===== src/rtl/ex_div_pkg.sv =====
// Shared definitions for the execute-stage divider: op encodings,
// FSM state encoding and small operand helpers.
package ex_div_pkg;

    // Op encodings shared with the decoder and the execute stage.
    // Bit 1 selects the remainder, bit 0 selects unsigned.
    localparam logic [1:0] OP_DIV  = 2'b00;
    localparam logic [1:0] OP_DIVU = 2'b01;
    localparam logic [1:0] OP_REM  = 2'b10;
    localparam logic [1:0] OP_REMU = 2'b11;

    localparam int XLEN      = 32;
    localparam int CALC_CYCS = 32;

    typedef enum logic [1:0] {
        ST_IDLE = 2'b00,
        ST_CALC = 2'b01,
        ST_DONE = 2'b10
    } div_state_e;

    function automatic logic op_is_signed(input logic [1:0] op);
        return ~op[0];
    endfunction

    function automatic logic op_is_rem(input logic [1:0] op);
        return op[1];
    endfunction

    // Magnitude of an operand; unsigned ops pass through untouched.
    function automatic logic [XLEN-1:0] mag32(input logic [XLEN-1:0] v, input logic sgn);
        return (sgn && v[XLEN-1]) ? (~v + 1'b1) : v;
    endfunction

endpackage


===== src/rtl/ex_div.sv =====
// Multi-cycle DIV/DIVU/REM/REMU unit for the execute stage.
// Radix-2 restoring division, one quotient bit per cycle, with
// divide-by-zero and signed-overflow results produced without iterating.
module ex_div
    import ex_div_pkg::*;
(
    input  logic        sys_clk,
    input  logic        sys_rst_n,
    input  logic        start,
    input  logic [1:0]  op,
    input  logic [31:0] dividend,
    input  logic [31:0] divisor,
    input  logic [4:0]  rd_addr_in,
    input  logic        flush,
    output logic        hold_req,
    output logic        busy,
    output logic        result_valid,
    output logic [31:0] result,
    output logic [4:0]  rd_addr_out
);

    div_state_e  state;
    logic [1:0]  op_r;
    logic [31:0] dividend_r;
    logic [31:0] divisor_r;
    logic [4:0]  rd_r;
    logic [5:0]  cnt;
    // {partial remainder, dividend bits being shifted out / quotient bits shifted in}
    logic [63:0] acc;

    logic        accept;
    logic        in_div_zero;
    logic        in_overflow;
    logic        in_special;
    logic [31:0] special_res;
    logic [31:0] dsr_mag;
    logic [32:0] trial;
    logic [63:0] acc_next;
    logic        neg_q;
    logic        neg_r;
    logic [31:0] final_res;

    assign accept = (state == ST_IDLE) && start && !flush;

    // Special cases are decided on the raw operands at start time.
    assign in_div_zero = (divisor == 32'h0);
    assign in_overflow = op_is_signed(op) && (dividend == 32'h8000_0000) &&
                         (divisor == 32'hFFFF_FFFF);
    assign in_special  = in_div_zero || in_overflow;

    always_comb begin
        special_res = 32'h0;
        if (op_is_rem(op))
            special_res = in_div_zero ? dividend : 32'h0;
        else
            special_res = in_div_zero ? 32'hFFFF_FFFF : 32'h8000_0000;
    end

    // One restoring step: trial-subtract the divisor from the shifted remainder.
    // Bit 32 of the 33-bit difference is the borrow, i.e. "does not fit".
    assign dsr_mag = mag32(divisor_r, op_is_signed(op_r));
    assign trial   = acc[63:31] - {1'b0, dsr_mag};

    always_comb begin
        acc_next = {acc[62:0], 1'b0};
        if (!trial[32])
            acc_next = {trial[31:0], acc[30:0], 1'b1};
    end

    // Sign fix-up: quotient negative when signs differ, remainder follows the dividend.
    assign neg_q = op_is_signed(op_r) && (dividend_r[31] ^ divisor_r[31]);
    assign neg_r = op_is_signed(op_r) && dividend_r[31];

    always_comb begin
        final_res = 32'h0;
        if (op_is_rem(op_r))
            final_res = neg_r ? (~acc_next[63:32] + 1'b1) : acc_next[63:32];
        else
            final_res = neg_q ? (~acc_next[31:0] + 1'b1) : acc_next[31:0];
    end

    // Control FSM, operand capture, iteration and result register.
    always_ff @(posedge sys_clk or negedge sys_rst_n) begin
        if (!sys_rst_n) begin
            state       <= ST_IDLE;
            op_r        <= 2'b00;
            dividend_r  <= 32'h0;
            divisor_r   <= 32'h0;
            rd_r        <= 5'h0;
            cnt         <= 6'h0;
            acc         <= 64'h0;
            result      <= 32'h0;
            rd_addr_out <= 5'h0;
        end else begin
            case (state)
                ST_IDLE: begin
                    if (accept) begin
                        op_r       <= op;
                        dividend_r <= dividend;
                        divisor_r  <= divisor;
                        rd_r       <= rd_addr_in;
                        cnt        <= 6'h0;
                        if (in_special) begin
                            acc         <= 64'h0;
                            result      <= special_res;
                            rd_addr_out <= rd_addr_in;
                            state       <= ST_DONE;
                        end else begin
                            acc   <= {32'h0, mag32(dividend, op_is_signed(op))};
                            state <= ST_CALC;
                        end
                    end
                end
                ST_CALC: begin
                    if (flush) begin
                        state <= ST_IDLE;
                    end else begin
                        acc <= acc_next;
                        cnt <= cnt + 6'd1;
                        if (cnt == 6'(CALC_CYCS - 1)) begin
                            result      <= final_res;
                            rd_addr_out <= rd_r;
                            state       <= ST_DONE;
                        end
                    end
                end
                ST_DONE: begin
                    state <= ST_IDLE;
                end
                default: begin
                    state <= ST_IDLE;
                end
            endcase
        end
    end

    // Status outputs; a flush in CALC/DONE kills the stall and write-back at once.
    assign busy         = (state != ST_IDLE);
    assign result_valid = (state == ST_DONE) && !flush;
    assign hold_req     = accept || ((state == ST_CALC) && !flush);

endmodule

===== config.mk =====
export PLATFORM = sky130hd
export DESIGN_NAME = ex_div
export DESIGN_NICKNAME = d
export VERILOG_FILES = /design/src/rtl/ex_div_pkg.sv /design/src/rtl/ex_div.sv
export SDC_FILE = /design/constraint.sdc
export NUM_CORES = 1
export LEC_CHECK = 0
export BUFFER_PORTS_ARGS = -buffer_cell sky130_fd_sc_hd__buf_2
export CAP_MARGIN = 40
export CELL_PAD_IN_SITES_DETAIL_PLACEMENT = 1
export CELL_PAD_IN_SITES_GLOBAL_PLACEMENT = 2
export CORE_MARGIN = 4
export CORE_UTILIZATION = 33
export CTS_CLUSTER_SIZE = 14
export DETAILED_ROUTE_END_ITERATION = 16
export PLACE_DENSITY_LB_ADDON = 0.1
export SKIP_CTS_REPAIR_TIMING = 1
export SLEW_MARGIN = 20
export SYNTH_ARGS = -nofsm -noshare
export SYNTH_HDL_FRONTEND = slang
export SYNTH_SLANG_ARGS = --single-unit

===== constraint.sdc =====
create_clock -name sys_clk -period 6.39 [get_ports sys_clk]
set_input_delay 0.3195 -clock sys_clk [delete_from_list [all_inputs] [get_ports sys_clk]]
set_output_delay 0.3195 -clock sys_clk [all_outputs]
set_load 0.02 [all_outputs]

==> out/qor.yml, run 1 <==
grt_max_degree: 79
skew_ns: 0.0314
final_nets: 1826
hp-start: "rd_addr_in[2]"
cp_data_required_time_ns: 6.74
initialDrtViolationCount: 748
cap_violations: 0
ys_warn_count: 0
power_frac_comb_pct: 66.2
peakVddDrop_v: 0.000239
grt_pass1_wl_mm: 78.3
die_h_um: 203
reg2reg_from: "divisor_r[7]"
cts_buffers: 17
p_sw_mw: 4.50
viasPerCell: 5.70
track_usage_pct: 24.3
drive_gt1_share_pct: 13.8
seqPwrFrac_pct: 21.4
max_freq_mhz: 165
final_core_util_pct: 39.1
drt_first_pass_iters: 4
design.core.area_um2: 37000
p_clk_share_pct: 12.3
syn_avg_cell_area_um2: 7.72
cpMaxStageDelayCell: "or4_4"
hp-class: "primary input to register"
reg2reg_setup_slack_ns: 0.31
syn_area_um2: 12500
syn_nets: 1730
path_class: "register to register"
cp.arrival_ns: 6.43
syn2layout_area_growth_pct: 15.6
totalWireLength_mm: 50.5
internal-power_mw: 3.95
crit_start: "divisor_r[7]"
ios: 115
run_status: "completed"
slew_headroom_pct: 44.3
fillers: 4602
async_flop_share_pct: 100
hold_violations: 0
finalCritPeriodShare_pct: 95.1
final_common_cell: "nand2_1"
crit_chain: "or4_4 > nor4_4 > nand2b_1 > or3_1 > o31ai_2 > buf_4 > o21ai_0 > xnor2_1 > ha_2 > nand2_1 > or3_1 > nor3_2 > o211a_1 > o211a_1 > clkinv_4 > o21ai_0 > inv_1 > ha_1 > inv_1 > a211oi_2 > a41oi_1 > xnor2_1 > a21oi_1 > o22a_1"
die-area_um2: 41000
slew_viol_final: 0
p_per_area_nw_per_um2: 586
netlist_instances: 1617
cpPeakStageDelay_ns: 0.60
clockBufferDepth: 2
synth-edff-count: 0
layout_common_cells: "nand2_1 (262), dfrtp_1 (149), o21ai_0 (145)"
cp-start-kind: "register"
gp_congestion: 0.876
num_vias: 12700
clk_pin_slew_ns: 0.07
ant_nets: 0
grt_pass1_vias: 13100
swShare_pct: 53.2
cts_tree: "yes"
dp_hpwl_mm: 39.0
drc: 0
cp-end-kind: "register"
ys_ff_latch: 149
setup_viol: 0
htreeDepth: 4
antenna_found_initial: 0
synthFlopType: "dfrtp_1"
clockRootBuffer: "clkbuf_16"
critPathMaxFanout: 17
clock-sinks: 149
yosysSeqAreaShare_pct: 29.9
die_width_um: 203
hold_ws_ns: 0.0607
wl_per_cell_um: 22.6
ys_types: 89
post-route-min-period_ns: 6.08
initial_core_util_pct: 33.8
worst_slew_pin_slew_ns: 0.834
io_buffer_count: 114
fp-row-count: 70
grt_overflow: 0
leakage_nw: 6.21
clock_latency_ns: 0.47
## per-layer routing
metal	vias up	share of wire [%]	global-route usage (%)
met1	6363	49	34.6
met5	-	0	0
met2	231	46	38.8
li1	6064	-	-
met4	0	2.0	6.21
met3	58	3.4	3.74
## registers in the layout, summed over array words and instances (netlist names)
register / count
acc: 64
cnt: 6
dividend_r: 1
divisor_r: 32
op_r: 2
rd_addr_out: 5
rd_r: 5
result: 32
state: 2
## logic make-up (layout without fill, tap and decap cells)
kind of cell             Yosys count  after routing  share of synthesized area, %
AO/OA/AOI/OAI                    483            483                          25.0
XOR/XNOR                         128            128                          8.98
adder cells (fa/ha/maj)           38             38                          3.87
buffers and inverters            127            236                          4.26
flip-flops                       149            149                          29.9
multiplexers                      39             39                          3.19
other                              0              1                             0
AND/OR/NAND/NOR                  653            653                          24.8
## power groups by stage
stage          registers, mW  clock network (mW)  logic (mW)
6_report                1.81                1.04        5.60
5_1_grt                 1.86                1.11        6.22
4_1_cts                 1.80                1.07        5.57
3_5_place_dp            1.81                   0        5.53
3_3_place_gp            1.80                   0        5.46
2_1_floorplan           1.70                   0        3.84
## metrics by stage
step	power, mW	TNS (ns)	cell area [µm²]	setup slack, ns	cells
2_1_floorplan	5.54	0	12500	0.164	1617
3_3_place_gp	7.25	0	13700	0.235	2192
3_5_place_dp	7.34	-0.00197	13700	-0.00197	2196
4_1_cts	8.43	-0.0451	14300	-0.0263	2228
5_1_grt	9.18	-0.0376	14400	-0.0292	2230
6_report	8.45	0	14400	0.314	2231
## worst paths after layout
path,endpoint,cells past startpoint
min,rd_r[2],3
min reg2reg,result[10],2
max,result[26],24
max in group asynchronous,acc[47],4
min in group asynchronous,divisor_r[19],2
max reg2reg,result[26],24
## worst max-delay path, delay by kind of cell (launching register included)
kind                     cells  cell delay [ns]
AO/OA/AOI/OAI                9             1.74
XOR/XNOR                     2             0.35
adder cells (fa/ha/maj)      2             0.63
buffers and inverters        4             0.75
flip-flops                   1             0.43
AND/OR/NAND/NOR              7             2.02
## area by class of cell
cell class | instances | area, µm² | area share, %
Multi-Input combinational cell | 1341 | 8320 | 57.6
Sequential cell | 149 | 3730 | 25.8
Timing Repair Buffer | 169 | 1030 | 7.16
Tap cell | 504 | 631 | 4.37
Clock buffer | 20 | 467 | 3.23
Inverter | 35 | 136 | 0.945
Clock inverter | 12 | 120 | 0.832
Antenna cell | 1 | 2.50 | 0.0173
## cell usage after synthesis (all sizes together) (18+ instances only)
cell type  count  area, µm²
a211oi        21        168
buf           26        150
mux2i         36        364
nand3         18       90.1
dfrtp        149       3730
nor2         107        402
nand2b        21        131
or3           22        138
o31ai         22        184
xor2          60        526
and2          18        113
nand4         22        138
ha            37        463
nand2        263        990
inv           35        134
a21oi        126        649
clkbuf        66        248
o21ai        157        786
nor3          77        390
nor2b         26        165
nor4          32        200
a31oi         19        119
xnor2         68        596
Power figures use the tool's default switching activity.
==> inputs of run 2 (changes only) <==
--- a/config.mk
+++ b/config.mk
@@ -5,12 +5,13 @@
 export SDC_FILE = /design/constraint.sdc
 export NUM_CORES = 1
 export LEC_CHECK = 0
+export ABC_AREA = 1
 export BUFFER_PORTS_ARGS = -buffer_cell sky130_fd_sc_hd__buf_2
 export CAP_MARGIN = 40
 export CELL_PAD_IN_SITES_DETAIL_PLACEMENT = 1
 export CELL_PAD_IN_SITES_GLOBAL_PLACEMENT = 2
 export CORE_MARGIN = 4
-export CORE_UTILIZATION = 33
+export CORE_UTILIZATION = 30
 export CTS_CLUSTER_SIZE = 14
 export DETAILED_ROUTE_END_ITERATION = 16
 export PLACE_DENSITY_LB_ADDON = 0.1
==> run 2 against run 1 <==
Count of clock-buffer cells in the layout is 2 higher. Sequential share of layout area fell by 1.7 points. Setup slack improved by 0.30 ns. Utilization decreased by 4.2 points. First-iteration DRC count rose by 14%. Non-clock buffer count is 25 lower.
==> out/qor.yml, run 2 <==
run_status: "completed"
yosysMostFrequentCell: "nand2_1"
cpPeakStageDelay_ns: 0.41
grt_max_degree: 75
multiInputGateArea_um2: 8370
hp-start: "rd_addr_in[2]"
largest_reg_flops: 64
ys_top_cells_by_area: "dfrtp_1 (28%), nand2_1 (21%), inv_1 (8.1%), nor2_1 (6.2%), nand3_1 (4.8%)"
clockRootBuffer: "clkbuf_16"
synth_largest_area_cell: "dfrtp_1"
post-route-min-period_ns: 5.78
ant_nets: 0
cp-end-kind: "register"
ff2ff_path_depth: 40
grt_pass1_wl_mm: 85.9
worst_slew_pin_slew_ns: 0.816
hold_end: "rd_r[2]"
syn_nets: 2331
slew_viol_final: 0
synth_top_area_share_pct: 27.7
slew_headroom_pct: 45.6
setup_slack_ns: 0.610
grt-busiest-layer: "met2"
use_met2_pct: 36.8
reg2reg_setup_slack_ns: 0.61
synthFlopType: "dfrtp_1"
htreeDepth: 4
reg2reg_from: "divisor_r[0]"
dp_hpwl_mm: 45.0
cp.arrival_ns: 6.18
layout_common_cells: "nand2_1 (749), inv_1 (291), nor2_1 (218)"
largest_register: "acc"
syn_area_um2: 13500
syn_avg_cell_area_um2: 6.07
die_h_um: 220
design.core.area_um2: 44300
die-area_um2: 48400
cp-start-kind: "register"
drc: 0
gp_congestion: 0.850
hold_depth: 3
setup_viol: 0
ys_ff_latch: 149
drt_first_pass_iters: 5
viasPerCell: 4.96
final_nets: 2419
fillers: 5860
num_vias: 14400
wl_per_cell_um: 19.1
clk_pin_slew_ns: 0.07
netlist_instances: 2218
cap_violations: 0
pre_cts_ws_ns: 0.0854
synth-edff-count: 0
final_common_cell: "nand2_1"
hold_violations: 0
finalCritPeriodShare_pct: 90.5
cts_buffers: 17
clockBufferDepth: 2
io_buffer_count: 114
yosysSeqAreaShare_pct: 27.7
crit_top_cell: "nand2_1"
initialDrtViolationCount: 851
cpMaxStageDelayCell: "dfrtp_1"
initial_core_util_pct: 30.4
skew_ns: 0.0143
grtUsageMet3_pct: 3.81
critPathMaxFanout: 3
antenna_found_initial: 1
grt_pass1_vias: 14400
clock-sinks: 149
track_usage_pct: 23.2
fp-row-count: 77
hp-class: "primary input to register"
rr_endpoint: "result[28]"
grt_overflow: 0
async_flop_share_pct: 100
final_core_util_pct: 34.8
setup_tns_ns: 0
syn2layout_area_growth_pct: 14.6
seqCellArea_um2: 3730
totalWireLength_mm: 55.8
path_class: "register to register"
reg_top3: "acc: 64 flops, divisor_r: 32 flops, result: 32 flops"
ys_types: 50
clock_latency_ns: 0.47
cp_data_required_time_ns: 6.79
die_width_um: 220
drive_gt1_share_pct: 11.2
synthTopCellsByCount: "nand2_1 (751), inv_1 (292), nor2_1 (224)"
grt_util_met1_pct: 33.6
ys_warn_count: 0
max_freq_mhz: 173
cts_tree: "yes"
ios: 115
==> run 2: changes by cell type after synthesis, moves of 20 or more <==
cell      delta
nand2_1    +489
inv_1      +258
nor2_1     +117
nand3_1    +112
nor3_1      -51
xnor2_1     -45
mux2i_1     -35
o22ai_1     +35
nand2_2     +34
o21ai_0     -28
nor2b_1     -25
or3_1       -21
nand2b_1    -20
==> run 2: kinds of logic (layout without fill, tap and decap cells) <==
kind of cell    Yosys count  after routing  synth area share, %
simple gates           1251           1251                 38.9
flops                   149            149                 27.7
buf+inv                 375            476                 11.1
fa+ha+maj                38             38                 3.59
compound gates          335            335                 14.2
other cells               0              1                    0
xor+xnor                 70             70                 4.55
==> run 2: worst max path at each step <==
stage            endpoint  slack, ns  cells after the start         start
5_1_grt        result[28]      -0.01                     40  divisor_r[0]
6_report       result[28]       0.61                     40  divisor_r[0]
3_5_place_dp   result[30]       0.09                     36  divisor_r[2]
3_3_place_gp   result[30]       0.22                     36  divisor_r[2]
4_1_cts        result[28]       0.05                     36  divisor_r[2]
2_1_floorplan  result[30]       0.74                     41  divisor_r[0]
==> run 2: stage by stage <==
| step | instance area (µm²) | hold WS (ns) | cells |
|---|---|---|---|
| CTS | 15300 | -0.347 | 2910 |
| floorplan | 13500 | 0.0239 | 2218 |
| detailed placement | 14700 | 0.180 | 2878 |
| global route | 15400 | 0.0447 | 2911 |
| global placement | 14600 | 0.457 | 2874 |
| finish | 15400 | 0.0576 | 2912 |
==> run 2: worst max-delay path: cells and delay by family, from the launching register on <==
kind / cells / cell delay, ns
AND/OR/NAND/NOR: 28 / 3.41
adder cells (fa/ha/maj): 3 / 0.66
buffers and inverters: 2 / 0.17
flip-flops: 1 / 0.41
AO/OA/AOI/OAI: 6 / 0.86
XOR/XNOR: 1 / 0.19
==> run 2: layer usage <==
metal	wire [µm]	vias up	part of all wire, %
li1	-	7275	-
met1	27900	6921	50
met2	25200	205	45
met3	1960	34	3.5
met4	723	0	1.3
met5	0	-	0
==> run 2: layout make-up <==
| type | instances | share of cell area, % |
|---|---|---|
| Tap cell | 592 | 4.80 |
| Clock buffer | 22 | 3.14 |
| Clock inverter | 10 | 0.778 |
| Antenna cell | 1 | 0.0162 |
| Timing Repair Buffer | 144 | 5.63 |
| Sequential cell | 149 | 24.2 |
| Inverter | 300 | 7.30 |
| Multi-Input combinational cell | 1694 | 54.2 |
Power of run 2 is not shown: default switching activity piles up to over one toggle a cycle in this logic, so the estimate is an artifact.
